==> src/rtl/music_pkg.sv <==
// Shared command codes, source indices and state encoding for the voice/music
// request scheduler.
package music_pkg;

    localparam int unsigned NumSrc = 5;
    localparam int unsigned SrcW   = 3;
    localparam int unsigned TimerW = 28;

    // Source index doubles as priority: lower index wins.
    localparam logic [SrcW-1:0] SrcGy      = 3'd0;
    localparam logic [SrcW-1:0] SrcTuAo    = 3'd1;
    localparam logic [SrcW-1:0] SrcZhiwen  = 3'd2;
    localparam logic [SrcW-1:0] SrcShijian = 3'd3;
    localparam logic [SrcW-1:0] SrcMusic   = 3'd4;

    localparam logic [7:0] CodeTilt    = 8'h01;
    localparam logic [7:0] CodeFall    = 8'h02;
    localparam logic [7:0] CodeBump    = 8'h03;
    localparam logic [7:0] CodePit     = 8'h04;
    localparam logic [7:0] CodeMatch   = 8'h05;
    localparam logic [7:0] CodeReject  = 8'h06;
    localparam logic [7:0] CodeShijian = 8'h10;
    localparam logic [7:0] CodeMusic   = 8'h20;
    localparam logic [7:0] CodeStop    = 8'h7F;

    typedef enum logic [2:0] {
        StIdle,
        StIssue,
        StWaitTx,
        StWaitPlay,
        StStop,
        StGap
    } sched_state_e;

    function automatic logic [SrcW-1:0] pick_src(input logic [NumSrc-1:0] elig);
        logic [SrcW-1:0] win;
        win = SrcMusic;
        for (int i = NumSrc - 1; i >= 0; i--) begin
            if (elig[i]) begin
                win = SrcW'(i);
            end
        end
        return win;
    endfunction

    function automatic logic [7:0] flag_code(input logic [1:0] val,
                                             input logic [7:0] code_01,
                                             input logic [7:0] code_10);
        return (val == 2'b01) ? code_01 : code_10;
    endfunction

endpackage

==> src/rtl/req_edge_det.sv <==
// Per-source event detector: compares each flag against its previous value and
// captures the flag value that caused the most recent event.
module req_edge_det #(
    parameter int unsigned Width = 2
) (
    input  logic             clk_i,
    input  logic             rst_i,
    input  logic [Width-1:0] flag_i,
    output logic             evt_o,
    output logic [Width-1:0] val_o
);

    logic [Width-1:0] prev_q;
    logic [Width-1:0] val_q;

    // prev_q tracks the flag through reset so an already-active flag is not an event.
    always_ff @(posedge clk_i) begin
        prev_q <= flag_i;
        if (rst_i) begin
            val_q <= '0;
        end else if (evt_o) begin
            val_q <= flag_i;
        end
    end

    generate
        if (Width == 1) begin : g_level
            assign evt_o = flag_i[0] & ~prev_q[0];
        end else begin : g_code
            assign evt_o = (flag_i != prev_q) &&
                           ((flag_i == Width'(1)) || (flag_i == Width'(2)));
        end
    endgenerate

    assign val_o = val_q;

endmodule

==> src/rtl/music_req_sched.sv <==
// Fixed-priority scheduler that sequences announcement and song requests into the
// UART voice-module framer, letting safety alerts preempt a playing song.
module music_req_sched
    import music_pkg::*;
#(
    parameter int unsigned TIMEOUT_CYC = 250_000_000,
    parameter int unsigned GAP_CYC     = 5_000_000
) (
    input  logic       clk,
    input  logic       rst,
    input  logic [1:0] flag_GY25,
    input  logic [1:0] flag_tu_ao,
    input  logic [1:0] flag_zhiwen,
    input  logic       flag_shijian,
    input  logic       flag_music,
    input  logic       sj_en,
    output logic       cmd_valid,
    output logic [7:0] cmd_code,
    input  logic       cmd_ready,
    input  logic       tx_done,
    input  logic       play_done,
    output logic       busy,
    output logic       over_all,
    output logic       err_timeout
);

    localparam logic [TimerW-1:0] TimeoutLast =
        (TIMEOUT_CYC > 0) ? TimerW'(TIMEOUT_CYC - 1) : '0;
    localparam logic [TimerW-1:0] GapLast =
        (GAP_CYC > 0) ? TimerW'(GAP_CYC - 1) : '0;

    logic [NumSrc-1:0] evt;
    logic [1:0]        gy_val;
    logic [1:0]        tu_val;
    logic [1:0]        zh_val;
    logic              sj_val;
    logic              mu_val;
    logic              unused_vals;

    req_edge_det #(.Width(2)) u_det_gy (
        .clk_i  (clk),
        .rst_i  (rst),
        .flag_i (flag_GY25),
        .evt_o  (evt[SrcGy]),
        .val_o  (gy_val)
    );

    req_edge_det #(.Width(2)) u_det_tu (
        .clk_i  (clk),
        .rst_i  (rst),
        .flag_i (flag_tu_ao),
        .evt_o  (evt[SrcTuAo]),
        .val_o  (tu_val)
    );

    req_edge_det #(.Width(2)) u_det_zh (
        .clk_i  (clk),
        .rst_i  (rst),
        .flag_i (flag_zhiwen),
        .evt_o  (evt[SrcZhiwen]),
        .val_o  (zh_val)
    );

    req_edge_det #(.Width(1)) u_det_sj (
        .clk_i  (clk),
        .rst_i  (rst),
        .flag_i (flag_shijian),
        .evt_o  (evt[SrcShijian]),
        .val_o  (sj_val)
    );

    req_edge_det #(.Width(1)) u_det_mu (
        .clk_i  (clk),
        .rst_i  (rst),
        .flag_i (flag_music),
        .evt_o  (evt[SrcMusic]),
        .val_o  (mu_val)
    );

    // Level sources carry a fixed code; their captured value adds nothing.
    assign unused_vals = sj_val ^ mu_val;

    logic [7:0] src_code [NumSrc];

    assign src_code[SrcGy]      = flag_code(gy_val, CodeTilt, CodeFall);
    assign src_code[SrcTuAo]    = flag_code(tu_val, CodeBump, CodePit);
    assign src_code[SrcZhiwen]  = flag_code(zh_val, CodeMatch, CodeReject);
    assign src_code[SrcShijian] = CodeShijian;
    assign src_code[SrcMusic]   = CodeMusic;

    sched_state_e      state_q;
    logic [NumSrc-1:0] pending_q;
    logic [NumSrc-1:0] pending_d;
    logic [SrcW-1:0]   cur_src_q;
    logic [7:0]        cur_code_q;
    logic [TimerW-1:0] timer_q;
    logic [TimerW-1:0] timer_inc;
    logic              stop_acc_q;
    logic              cmd_valid_q;
    logic [7:0]        cmd_code_q;
    logic              over_all_q;
    logic              err_timeout_q;

    logic [NumSrc-1:0] elig;
    logic [SrcW-1:0]   win_src;
    logic [7:0]        win_code;
    logic              issue_acc;
    logic              preempt;

    // A time announcement is held back until its digits are valid.
    assign elig      = pending_q & {1'b1, sj_en, 3'b111};
    assign win_src   = pick_src(elig);
    assign win_code  = src_code[win_src];
    assign issue_acc = (state_q == StIssue) && cmd_valid_q && cmd_ready;
    assign preempt   = (cur_code_q == CodeMusic) && (|pending_q[SrcZhiwen:SrcGy]);
    assign timer_inc = (&timer_q) ? timer_q : timer_q + TimerW'(1);

    // A fresh event in the accept cycle re-arms the source rather than being lost.
    always_comb begin
        pending_d = pending_q;
        if (issue_acc) begin
            pending_d[cur_src_q] = 1'b0;
        end
        pending_d = pending_d | evt;
    end

    always_ff @(posedge clk) begin
        if (rst) begin
            pending_q <= '0;
        end else begin
            pending_q <= pending_d;
        end
    end

    always_ff @(posedge clk) begin
        if (rst) begin
            state_q       <= StIdle;
            cur_src_q     <= '0;
            cur_code_q    <= '0;
            timer_q       <= '0;
            stop_acc_q    <= 1'b0;
            cmd_valid_q   <= 1'b0;
            cmd_code_q    <= '0;
            over_all_q    <= 1'b0;
            err_timeout_q <= 1'b0;
        end else begin
            over_all_q    <= 1'b0;
            err_timeout_q <= 1'b0;
            unique case (state_q)
                StIdle: begin
                    if (|elig) begin
                        cur_src_q   <= win_src;
                        cur_code_q  <= win_code;
                        cmd_code_q  <= win_code;
                        cmd_valid_q <= 1'b1;
                        state_q     <= StIssue;
                    end
                end
                StIssue: begin
                    if (issue_acc) begin
                        cmd_valid_q <= 1'b0;
                        timer_q     <= '0;
                        state_q     <= StWaitTx;
                    end
                end
                StWaitTx: begin
                    if (tx_done) begin
                        timer_q <= '0;
                        state_q <= StWaitPlay;
                    end else if (timer_q >= TimeoutLast) begin
                        err_timeout_q <= 1'b1;
                        timer_q       <= '0;
                        state_q       <= StGap;
                    end else begin
                        timer_q <= timer_inc;
                    end
                end
                StWaitPlay: begin
                    // Completion beats a coincident timeout, which beats preemption.
                    if (play_done) begin
                        over_all_q <= 1'b1;
                        timer_q    <= '0;
                        state_q    <= StGap;
                    end else if (timer_q >= TimeoutLast) begin
                        err_timeout_q <= 1'b1;
                        timer_q       <= '0;
                        state_q       <= StGap;
                    end else if (preempt) begin
                        cmd_valid_q <= 1'b1;
                        cmd_code_q  <= CodeStop;
                        stop_acc_q  <= 1'b0;
                        state_q     <= StStop;
                    end else begin
                        timer_q <= timer_inc;
                    end
                end
                StStop: begin
                    if (!stop_acc_q) begin
                        if (cmd_ready) begin
                            cmd_valid_q <= 1'b0;
                            stop_acc_q  <= 1'b1;
                        end
                    end else if (tx_done) begin
                        timer_q <= '0;
                        state_q <= StGap;
                    end
                end
                StGap: begin
                    if (timer_q >= GapLast) begin
                        timer_q <= '0;
                        state_q <= StIdle;
                    end else begin
                        timer_q <= timer_inc;
                    end
                end
                default: begin
                    state_q <= StIdle;
                end
            endcase
        end
    end

    assign cmd_valid   = cmd_valid_q;
    assign cmd_code    = cmd_code_q;
    assign busy        = (state_q != StIdle);
    assign over_all    = over_all_q;
    assign err_timeout = err_timeout_q;

endmodule

==> config.mk <==
export PLATFORM = sky130hd
export DESIGN_NAME = music_req_sched
export DESIGN_NICKNAME = d
export VERILOG_FILES = /design/src/rtl/music_pkg.sv /design/src/rtl/req_edge_det.sv /design/src/rtl/music_req_sched.sv
export SDC_FILE = /design/constraint.sdc
export NUM_CORES = 1
export LEC_CHECK = 0
export CORE_MARGIN = 10
export CORE_UTILIZATION = 30
export CTS_CLUSTER_SIZE = 16
export DETAILED_ROUTE_END_ITERATION = 8
export PLACE_DENSITY = 0.53
export SYNTH_ARGS = -nofsm -noshare
export SYNTH_HDL_FRONTEND = slang
export SYNTH_SLANG_ARGS = --single-unit
==> constraint.sdc <==
create_clock -name clk -period 2.6 [get_ports clk]
set_input_delay 0.39 -clock clk [delete_from_list [all_inputs] [get_ports clk]]
set_output_delay 0.39 -clock clk [all_outputs]
set_load 0.01 [all_outputs]
=== Yosys cells after proc, flatten, opt, wreduce, memory -nomap -nowiden ===
Index checks and enable logic that the tools add are counted.

* Bits of input ports: 14
* Output and inout bits: 12
* Register bits: 73

* $add $sub $neg: 1
* Bitwise logic cells: 10
* Equality and inequality tests: 31
* Order comparisons: 5
* Reduce and logical (&&, ||, !) cells: 26
* Multiplexer cells: 59

{| class="wikitable"
|+ Operators with widths
! kind !! count
|-
| 28-bit 2-to-1 mux || 10
|-
| 28-bit one-hot mux with 5 select lines || 1
|-
| 8-bit 2-to-1 mux || 6
|-
| 3-bit 2-to-1 mux || 15
|-
| 28-bit by 1-bit adder with 28-bit output, second input constant || 1
|-
| 28-bit by 23-bit greater-or-equal comparator with 1-bit output, second input constant || 1
|-
| 28-bit greater-or-equal comparator, second input constant || 1
|-
| 28-bit AND reduction || 1
|-
| 8-bit binary-select mux with 3-bit select || 1
|-
| 2-bit inequality test, second input constant || 10
|-
| 3-bit one-hot mux with 6 select lines || 1
|-
| 1-bit 2-to-1 mux || 17
|-
| 8-bit one-hot mux with 2 select lines || 1
|-
| 2-bit by 1-bit == test with 1-bit output, second input constant || 6
|-
| 5-bit bitwise AND || 2
|-
| 5-bit AND reduction || 2
|-
| 8-bit by 6-bit == test with 1-bit output, second input constant || 1
|-
| 4-bit inequality test, second input constant || 2
|-
| 8-bit AND reduction || 1
|-
| 1-bit logical AND || 7
|-
| 7-bit AND reduction || 1
|-
| 2-bit == test, second input constant || 3
|-
| 3-bit by 2-bit == test with 1-bit output, second input constant || 2
|-
| 3-bit == test, second input constant || 2
|-
| 27 further kinds || 37
|}

=== Longest topological paths before layout ===
Gate-level depths: netlist of run 1.

* Depth after elaboration: 11
* Gate-level depth with buffers: 9

=== By module ===
From an unflattened synthesis of run 1, not the netlist that was laid out.

* Cells, all modules: 440
* Area, all modules: 3583.4 um^2

{| class="wikitable"
|+ Modules (own cells, without submodules)
! module !! cells each !! area each (um^2) !! times used !! seq. area each (um^2)
|-
| music_req_sched || 378 || 2941.6 || 1 || 1081.0
|-
| req_edge_det at u_det_gy ... || 18 || 171.4 || 3 || 80.1
|-
| req_edge_det at u_det_mu ... || 4 || 63.8 || 2 || 40.0
|}

=== Least setup slack after synthesis of run 1 ===
No wires, ideal clock.

* Kind: reg-to-reg
* Start: register timer_q[0]
* End: register timer_q[16]
* Arrival time: 2.102 ns
* Clock period less this slack: 2.216 ns
* Buffers on the path: 0
* Stages on the path, launching flop included: 9
* Library setup time: 0.114 ns
* Data required time: 2.486 ns
* Slack: 0.384 ns
* Cells stage by stage: dfxtp_1 ha_1 inv_1 or4_4 nor4_2 nor4b_1 nand4_1 xor2_1 nor2_1

* Cells in the longest elaborated chain, start to end: 6
* Elaborated cells on any way between the ends: 14
* Classes of those cells: add/sub: 1; order compare: 2; eq/ne: 1; mux: 8; reduce/logical: 2

{| class="wikitable"
|+ RTL lines
! what !! line !! source
|-
| start, declared || music_req_sched.sv:96 || <nowiki>logic [TimerW-1:0] timer_q;</nowiki>
|-
| start signal, assigned || music_req_sched.sv:175 || <nowiki>timer_q <= timer_inc;</nowiki>
|-
| start signal, assigned || music_req_sched.sv:194 || <nowiki>timer_q <= timer_inc;</nowiki>
|-
| start signal, assigned || music_req_sched.sv:213 || <nowiki>timer_q <= timer_inc;</nowiki>
|-
| 28-bit by 1-bit adder with 28-bit output or 28-bit AND reduction (tied branches) || music_req_sched.sv:116 || <nowiki>assign timer_inc = (&timer_q) ? timer_q : timer_q + TimerW'(1);</nowiki>
|-
| 28-bit 2-to-1 mux || music_req_sched.sv:116 ||
|-
| 28-bit 2-to-1 mux || music_req_sched.sv:188 || <nowiki>end else if (preempt) begin</nowiki>
|-
| 28-bit 2-to-1 mux || music_req_sched.sv:184 || <nowiki>end else if (timer_q >= TimeoutLast) begin</nowiki>
|-
| 28-bit 2-to-1 mux || music_req_sched.sv:180 || <nowiki>if (play_done) begin</nowiki>
|-
| 28-bit one-hot mux with 5 select lines || music_req_sched.sv:149 || <nowiki>unique case (state_q)</nowiki>
|}

Several ways; a longest one is shown, not always the timed one. The select of a mux whose other input is x is not followed.
A chain may end at the register's enable or synchronous reset.

=== Worst setup path after layout of run 1 ===
* Start: register state_q[0]
* End: output busy

* Cells in the longest elaborated chain, start to end: 1

{| class="wikitable"
|+ RTL lines
! what !! line !! source
|-
| start, declared || music_req_sched.sv:91 || <nowiki>sched_state_e state_q;</nowiki>
|-
| start signal, assigned || music_req_sched.sv:137 || <nowiki>state_q <= StIdle;</nowiki>
|-
| start signal, assigned || music_req_sched.sv:156 || <nowiki>state_q <= StIssue;</nowiki>
|-
| start signal, assigned || music_req_sched.sv:163 || <nowiki>state_q <= StWaitTx;</nowiki>
|-
| 3-bit nonzero test || music_req_sched.sv:225 || <nowiki>assign busy = (state_q != StIdle);</nowiki>
|-
| end, declared || music_req_sched.sv:22 || <nowiki>output logic busy,</nowiki>
|}

No other way between the ends.

==> results.ini, run 1 <==
[sta]
hold_viol = 0
min_period_ps = 2406
finalMaxSlewViolations = 0
relSlewSlack_pct = 61.59
totalNegativeSetupSlack_ps = 0
finalCritPeriodShare_pct = 92.55
layout_setup_ws_ps = 193.6
fmax_ghz = 0.4156
finalClockSkew_ps = 5.901
tightest_slew_ps = 576.2
setup_viol = 0
rsz0062_at_grt = no

[clocking]
clkLatencyLatePin_ps = 330
cts-resized-gates = 0
holdBufCountCts = 0
clock_path_buffers = 2
root_buffer = clkbuf_16
tritoncts = yes
clk_pin_slew_ps = 60
post_cts_buffers = 0
ctsHtreeMaxLevel = 3
cts_buffers = 9
numClockSinks = 68

[global_route]
grt_pass1_vias = 3031
antenna_found_initial = 0
grt_usage_pct = 10.97
grt_overflow = 0
grt_pass1_wl_um = 14890
grt_max_degree = 29

[run_status]
outcome = completed

[yosys]
yosys-top-cells-count = dfxtp_1 (68), nor2_1 (58), nand2_1 (43), a21oi_1 (35), xor2_1 (20)
synth_ff_type = dfxtp_1
synth-seq-cells = 68
netlist_instances = 432
yosysMostFrequentCell = dfxtp_1
synth_area_leaders = dfxtp_1 (39%), nor2_1 (6.3%), a21oi_1 (5.1%), xor2_1 (5.1%), nand2_1 (4.7%)
synth_edf_count = 0
syn_area_mm2 = 0.003463
ys_types = 61
ys_seq_area_share_pct = 39.31
avgSynthCellArea_um2 = 8.017
postSynth.asyncResetShare_pct = 0
synth_area_leader_cell = dfxtp_1
yosysTopAreaCellShare_pct = 39.31
syn_nets = 447
yosys_warnings = 0

[setup_path]
path_class = flop to output pin
cp-end-kind = output pin
critPathArrivalTime_ps = 2020
cp-start-kind = flop
crit_path_max_fanout = 14
critPathRequiredTime_ps = 2210

[finish]
stdcell_count = 615
fillCellCount = 1189
areaGrowthSynthToFinish_pct = 23.45
drive_gt1_share_pct = 11.23
fin_area_mm2 = 0.004275
diodes = 0
fin_util_pct = 37.60
nets = 482

[placement]
place_area_mm2 = 0.003933
portBuffers = 24
dpl.hpwl_um = 6165
preCtsSetupSlack_ps = 96.22
place_congestion = 0.8234
dp_cells = 599

[routing]
num_vias = 3180
ant_nets = 0
drc = 0
drt_iter0_drc = 160
via_per_inst = 5.171
wl_um = 8607
post_drt_wl_per_cell_um = 14.00
drt-pass1-iter-count = 4

[floorplanning]
die_w_um = 127.4
coreArea_mm2 = 0.01137
die_h_um = 127.4
num_rows = 39
design.die.area_mm2 = 0.01624
start_util_pct = 30.46
ios = 26

[pwr]
power.density_mw_per_mm2 = 834.1
ir_drop_mv = 0.5927
p_leak_nw = 1.593

[min_path]
hp-class = flop to flop

[flow_run]
drv_cap = 0

-- metrics by stage --
step                hold slack, ps  power (mW)
global placement             456.5       2.214
CTS                          474.2       3.598
finish                       471.7       3.566
global route                 495.6       3.784
detailed placement           460.6       2.219
floorplan                    417.7       1.870
-- registers in the layout, summed over array words and instances, names as in the netlist, 3 cells and up --
| register | flops |
|---|---|
| timer_q | 28 |
| cmd_code | 6 |
| cur_code_q | 5 |
| pending_q | 5 |
| cur_src_q | 3 |
| state_q | 3 |
-- kinds of logic (layout without fill, tap and decap cells) --
family | Yosys count | after routing | share of synthesized area, %
adders and majority gates | 1 | 1 | 0.3612
DFF | 68 | 68 | 39.31
AOI/OAI and AO/OA | 102 | 102 | 19.73
xor gates and xnor gates | 22 | 22 | 5.564
muxes | 1 | 1 | 0.2890
other | 1 | 1 | 0.1083
and+or+nand+nor | 204 | 204 | 30.31
buffers and inverters | 33 | 73 | 4.335
-- final cells by class --
cell class,count,area [um^2],share of cell area [%]
multi-input cells,331,1958,45.80
flip-flops and latches,68,1361,31.84
repair buffers,41,380.4,8.897
clock inverters,5,83.83,1.961
well taps,143,178.9,4.185
inverters,16,60.06,1.405
clock buffers,11,252.7,5.912
-- power by group --
part / total [mW] / internal [mW] / switching (mW)
Clock: 1.36 / 0.893 / 0.466
Sequential: 1.27 / 1.15 / 0.118
Combinational: 0.937 / 0.418 / 0.519
-- per-layer routing --
metal	track usage, %	wire [um]	up-vias
met5	0	0	-
met4	3.617	112	0
met3	3.929	469	13
met2	16.17	3807	52
met1	14.49	4217	1489
li1	-	-	1626
-- placed cells by master (no fill, tap or decap), types with 3 or more instances in the layout --
cell,n
nand4_1,15
o221a_2,5
a21oi_1,35
a311oi_1,4
o22ai_1,3
nor2_1,57
dfxtp_1,68
xor2_1,20
or2_2,3
o21ai_0,18
or4_1,3
and3_1,4
or3_1,5
nand2b_1,5
clkbuf_16,9
o21a_1,3
a211oi_1,4
and4_1,4
nor4b_1,3
nand2_1,43
and2_1,4
inv_1,14
a31oi_1,11
nor3_1,11
nand3_1,16
nor2b_1,15
buf_4,16
clkdlybuf4s50_1,24
nor4_1,3
-- critical path: stages, from the launching register on --
cell and delay (ps):
dfxtp_1 640, nor2_2 160, inv_1 130, nor2_1 60, inv_1 130, clkdlybuf4s50_1 570
-- final timing paths --
path	startpoint	endpoint	slack, ps	cells after the start
setup / recovery	state_q[0]	busy	190	5
setup reg to reg	timer_q[0]	timer_q[20]	200	8
hold reg to reg	cur_src_q[2]	cur_src_q[2]	470	2
hold / removal	cur_src_q[2]	cur_src_q[2]	470	2
(Power assumes the default switching activity.)
==> run 2, diff against run 1 <==
--- a/config.mk
+++ b/config.mk
@@ -9,7 +9,7 @@
 export CORE_UTILIZATION = 30
 export CTS_CLUSTER_SIZE = 16
 export DETAILED_ROUTE_END_ITERATION = 8
-export PLACE_DENSITY = 0.53
+export PLACE_DENSITY = 0.55
 export SYNTH_ARGS = -nofsm -noshare
 export SYNTH_HDL_FRONTEND = slang
 export SYNTH_SLANG_ARGS = --single-unit
==> constraint.sdc (replaced) <==
create_clock -name clk -period 2.07 [get_ports clk]
set_input_delay 0.3105 -clock clk [delete_from_list [all_inputs] [get_ports clk]]
set_output_delay 0.3105 -clock clk [all_outputs]
set_load 0.01 [all_outputs]
==> run 2 against run 1 <==
The flow now finishes with violations (negative setup slack); critical path depth increased by 4; sequential share of layout area decreased by 4.3 points; die area unchanged; worst hold slack got worse by 30 ps; highest routed layer unchanged; largest power group is now combinational logic; critical path type is now flop to flop; wire length increased by 19%; utilization increased by 6.7 points.
==> results.ini, run 2 (same netlist as run 1, synthesis figures left out) <==
[placement]
dp_cells = 657
portBuffers = 24
dpl.hpwl_um = 7164
place_congestion = 0.8644

[sta]
hold_viol = 0
rsz0062_at_grt = yes
min_period_ps = 2200
finalCritPeriodShare_pct = 106.3
totalNegativeSetupSlack_ps = -3062
layout_setup_ws_ps = -129.9
finalClockSkew_ps = 4.151
finalMaxSlewViolations = 0
setup_viol = 33
fmax_ghz = 0.4546
hold_slack_ps = 441.2

[floorplanning]
die_w_um = 127.4
die_h_um = 127.4
coreArea_mm2 = 0.01137
design.die.area_mm2 = 0.01624
ios = 26
start_util_pct = 30.46
num_rows = 39

[finish]
drive_gt1_share_pct = 31.23
areaGrowthSynthToFinish_pct = 45.48
mostFrequentLayoutCells = buf_4 (73), nor2_1 (52), dfxtp_1 (47)
final_common_cell = buf_4
top_register = timer_q
stdcell_count = 681
diodes = 0
nets = 549
largest_reg_flops = 28

[setup_path]
cp-start-kind = flop
cp-end-kind = flop
critPathRequiredTime_ps = 2280
crit_family = compound AO/OA/AOI/OAI gates
path_class = flop to flop
crit_path_max_fanout = 7
cp_cell_sequence = nor4b_2 > nand4_1 > o211a_1 > o31ai_4 > buf_12 > inv_6 > o21ai_4 > clkbuf_16 > a311oi_1
path_buf_inv = 3
critPathArrivalTime_ps = 2410
max_stage_delay_ps = 320
crit_slowest_cell = dfxtp_2

[clocking]
ctsHtreeMaxLevel = 3
root_buffer = clkbuf_16
clock_path_buffers = 2
tritoncts = yes
holdBufCountCts = 0
clk_pin_slew_ps = 50
numClockSinks = 68
cts_buffers = 9
clkLatencyLatePin_ps = 340

[routing]
num_vias = 3514
met2WireLength_um = 5031
ant_nets = 0
drt-pass1-iter-count = 4
dr_wl_met3_um = 471
wl_um = 10270
via_per_inst = 5.160
drc = 0
post_drt_wl_per_cell_um = 15.07
wl_met1_um = 4511
drt_iter0_drc = 221
highest_layer = met4

[global_route]
grt_pass1_vias = 3485
antenna_found_initial = 0
grt_max_degree = 29
grt_usage_pct = 12.28
grt_overflow = 0
grt_pass1_wl_um = 16350

[run_status]
outcome = finished with violations
violations = negative setup slack

[pwr]
power.density_mw_per_mm2 = 969.4
p_leak_nw = 1.981
ir_drop_mv = 0.6010

[min_path]
hp-class = input port to flop

[flow_run]
drv_cap = 0

[run 2: cell count changes in the layout (fill, tap and decap cells not counted), moves of 3 or more]
cell	delta
dfxtp_2	+20
nand2_1	-4
nand2_2	+4
buf_6	+7
nor2_1	-5
dfxtp_1	-21
buf_4	+57
nor2_4	+3
a21oi_2	+4
a21oi_1	-5
[run 2: layout make-up]
type / instances / area [um^2]
Clock buffer: 10 / 229.0
Clock inverter: 5 / 77.57
Fill cell: 1124 / 6331
Inverter: 16 / 65.06
Multi-Input combinational cell: 331 / 2143
Sequential cell: 68 / 1390
Tap cell: 143 / 178.9
Timing Repair Buffer: 108 / 954.7
[run 2: what timing repair did]
item	CTS	global route
pin swaps	15	18
buffers inserted	5	2
gates resized for setup	27	32
setup endpoints to repair	38	37
cloned	1	2
[run 2: worst reg2reg max path: stages, from the launching register on]
cell       delay, ps
dfxtp_2          320
nor4b_2          250
nand4_1          200
o211a_1          310
o31ai_4          270
buf_12           180
inv_6             40
o21ai_4          250
clkbuf_16        220
a311oi_1          40
[run 2: worst paths after layout]
path | startpoint | end | slack, ps | cells past startpoint
min reg2reg | cmd_code[4] | cmd_code[4] | 470 | 1
min | flag_shijian | u_det_sj.prev_q | 440 | 1
max | timer_q[24] | timer_q[25] | -130 | 9
max reg2reg | timer_q[24] | timer_q[25] | -130 | 9
[run 2: routing by layer]
metal / vias up / track usage, %
met1: 1658 / 13.96
met3: 28 / 4.094
met4: 0 / 5.224
met5: - / 0
li1: 1761 / -
met2: 67 / 20.58
[run 2: power breakdown]
group | internal [mW] | switching, mW
combinational | 0.846 | 0.837
sequential | 1.45 | 0.139
clock | 1.04 | 0.567
[run 2: stage by stage]
step                      utilization [%]  instance area, um^2  power [mW]  worst slack, ps
final                               44.32                 5039       4.884           -129.9
after global routing                44.32                 5039       5.147           -225.1
after CTS                           42.96                 4885       4.812           -105.8
after detailed placement            39.03                 4438       3.038           -314.7
after global placement              39.03                 4438       3.005           -276.2
after floorplan                         -                 3528       2.374           -2.573
==> run 3, diff against run 2 <==
--- a/config.mk
+++ b/config.mk
@@ -10,6 +10,7 @@
 export CTS_CLUSTER_SIZE = 16
 export DETAILED_ROUTE_END_ITERATION = 8
 export PLACE_DENSITY = 0.55
+export RECOVER_POWER = 100
 export SYNTH_ARGS = -nofsm -noshare
 export SYNTH_HDL_FRONTEND = slang
 export SYNTH_SLANG_ARGS = --single-unit
==> run 3 against run 2 <==
The flow still finishes with violations (negative setup slack); clock skew is essentially flat; wire length shrank 0.24%; final cell count is the same; flip-flop and latch count is the same.
==> results.ini, run 3 (same netlist as run 1, synthesis figures left out) <==
[finish]
top_register = timer_q
areaGrowthSynthToFinish_pct = 44.80
drive_gt1_share_pct = 30.67
nets = 549
fin_area_mm2 = 0.005015
largest_reg_flops = 28
seqCellArea_mm2 = 0.001390
diodes = 0
final_common_cell = buf_4
mostFrequentLayoutCells = buf_4 (67), nor2_1 (53), dfxtp_1 (47)
multi_input_area_mm2 = 0.002135
fillCellCount = 1131

[routing]
via_per_inst = 5.170
drt_iter0_drc = 173
post_drt_wl_per_cell_um = 15.04
num_vias = 3521
drt-pass1-iter-count = 4
ant_nets = 0
drc = 0
wl_um = 10240

[setup_path]
cp-end-kind = flop
cp_cell_sequence = nor4b_2 > nand4_1 > o211a_1 > o31ai_4 > buf_12 > inv_6 > o21ai_4 > clkbuf_16 > a311oi_1
crit_slowest_cell = dfxtp_2
cp-start-kind = flop
path_buf_inv = 3
crit_family = compound AO/OA/AOI/OAI gates
critPathRequiredTime_ps = 2290
max_stage_delay_ps = 320
path_class = flop to flop
crit_path_max_fanout = 7
critPathArrivalTime_ps = 2420

[placement]
preCtsSetupSlack_ps = -314.7
place_area_mm2 = 0.004438
dpl.hpwl_um = 7164
portBuffers = 24
place_congestion = 0.8644

[floorplanning]
num_rows = 39
design.die.area_mm2 = 0.01624
die_h_um = 127.4
ios = 26
die_w_um = 127.4
coreArea_mm2 = 0.01137
start_util_pct = 30.46

[clocking]
root_buffer = clkbuf_16
ctsHtreeMaxLevel = 3
clkLatencyLatePin_ps = 340
numClockSinks = 68
clk_pin_slew_ps = 60
cts_buffers = 9
clock_path_buffers = 2
holdBufCountCts = 0
tritoncts = yes

[sta]
tightest_slew_ps = 653.4
fmax_ghz = 0.4542
finalCritPeriodShare_pct = 106.4
finalClockSkew_ps = 4.381
min_period_ps = 2202
totalNegativeSetupSlack_ps = -3129
rsz0062_at_grt = yes
hold_viol = 0
finalMaxSlewViolations = 0
layout_setup_ws_ps = -131.6
setup_viol = 35
relSlewSlack_pct = 56.44

[run_status]
outcome = finished with violations
violations = negative setup slack

[global_route]
grt_pass1_wl_um = 16350
antenna_found_initial = 0
grt_overflow = 0
grt_usage_pct = 12.28
grt_max_degree = 29
grt_pass1_vias = 3485

[pwr]
ir_drop_mv = 0.5955
power.density_mw_per_mm2 = 962.6
p_leak_nw = 1.999

[flow_run]
drv_cap = 0

[min_path]
hp-class = flop to flop

-- run 3: cell types whose count changed in the layout (fill, tap and decap cells not counted), sizes merged --
cell | previous run | this run
clkbuf | 11 | 16
buf | 83 | 78
dlygate4sd3 | 0 | 18
clkdlybuf4s50 | 23 | 5
-- run 3: what timing repair did --
| item | CTS | global route |
|---|---|---|
| cloned | 1 | 2 |
| setup endpoints to repair | 38 | 37 |
| resized for setup | 27 | 32 |
| pin swaps | 15 | 18 |
| hold endpoints to repair | 0 | 0 |
| setup buffers | 5 | 2 |
-- run 3: area by class of cell --
type	instances	area share, %
clock inverter	5	1.547
inverter	16	1.297
sequential	68	27.72
tap	143	3.568
multi-input combinational	331	42.56
clock buffer	10	4.566
timing repair buffer	108	18.74
-- run 3: routing by layer --
metal  vias to the layer above  share of wire, %  global-route usage (%)
met4                         0               2.6                   5.224
met3                        26               4.8                   4.094
met1                      1666                43                   13.96
li1                       1765                 -                       -
met2                        64                50                   20.58
met5                         -                 0                       0
-- run 3: final timing paths --
check	from	end	slack, ps	cells past startpoint
max	timer_q[24]	timer_q[25]	-130	9
min	cmd_code[4]	cmd_code[4]	470	1
max reg2reg	timer_q[24]	timer_q[25]	-130	9
min reg2reg	cmd_code[4]	cmd_code[4]	470	1
-- run 3: metrics by stage --
| step | hold WS [ps] | total power, mW | instances | utilization, % |
|---|---|---|---|---|
| 2_1_floorplan | 338.2 | 2.374 | 432 | - |
| 3_3_place_gp | 453.4 | 3.005 | 657 | 39.03 |
| 3_5_place_dp | 462.8 | 3.038 | 657 | 39.03 |
| 4_1_cts | 435.8 | 4.812 | 678 | 42.96 |
| 5_1_grt | 488.3 | 5.089 | 681 | 44.11 |
| 6_report | 466.1 | 4.827 | 681 | 44.11 |
-- run 3: power by group --
group	internal (mW)	leakage (nW)	total [mW]	switching, mW
sequential	1.45	0.567	1.58	0.129
combinational	0.799	1.28	1.63	0.834
clock	1.04	0.148	1.61	0.571
total	3.29	2.00	4.83	1.53
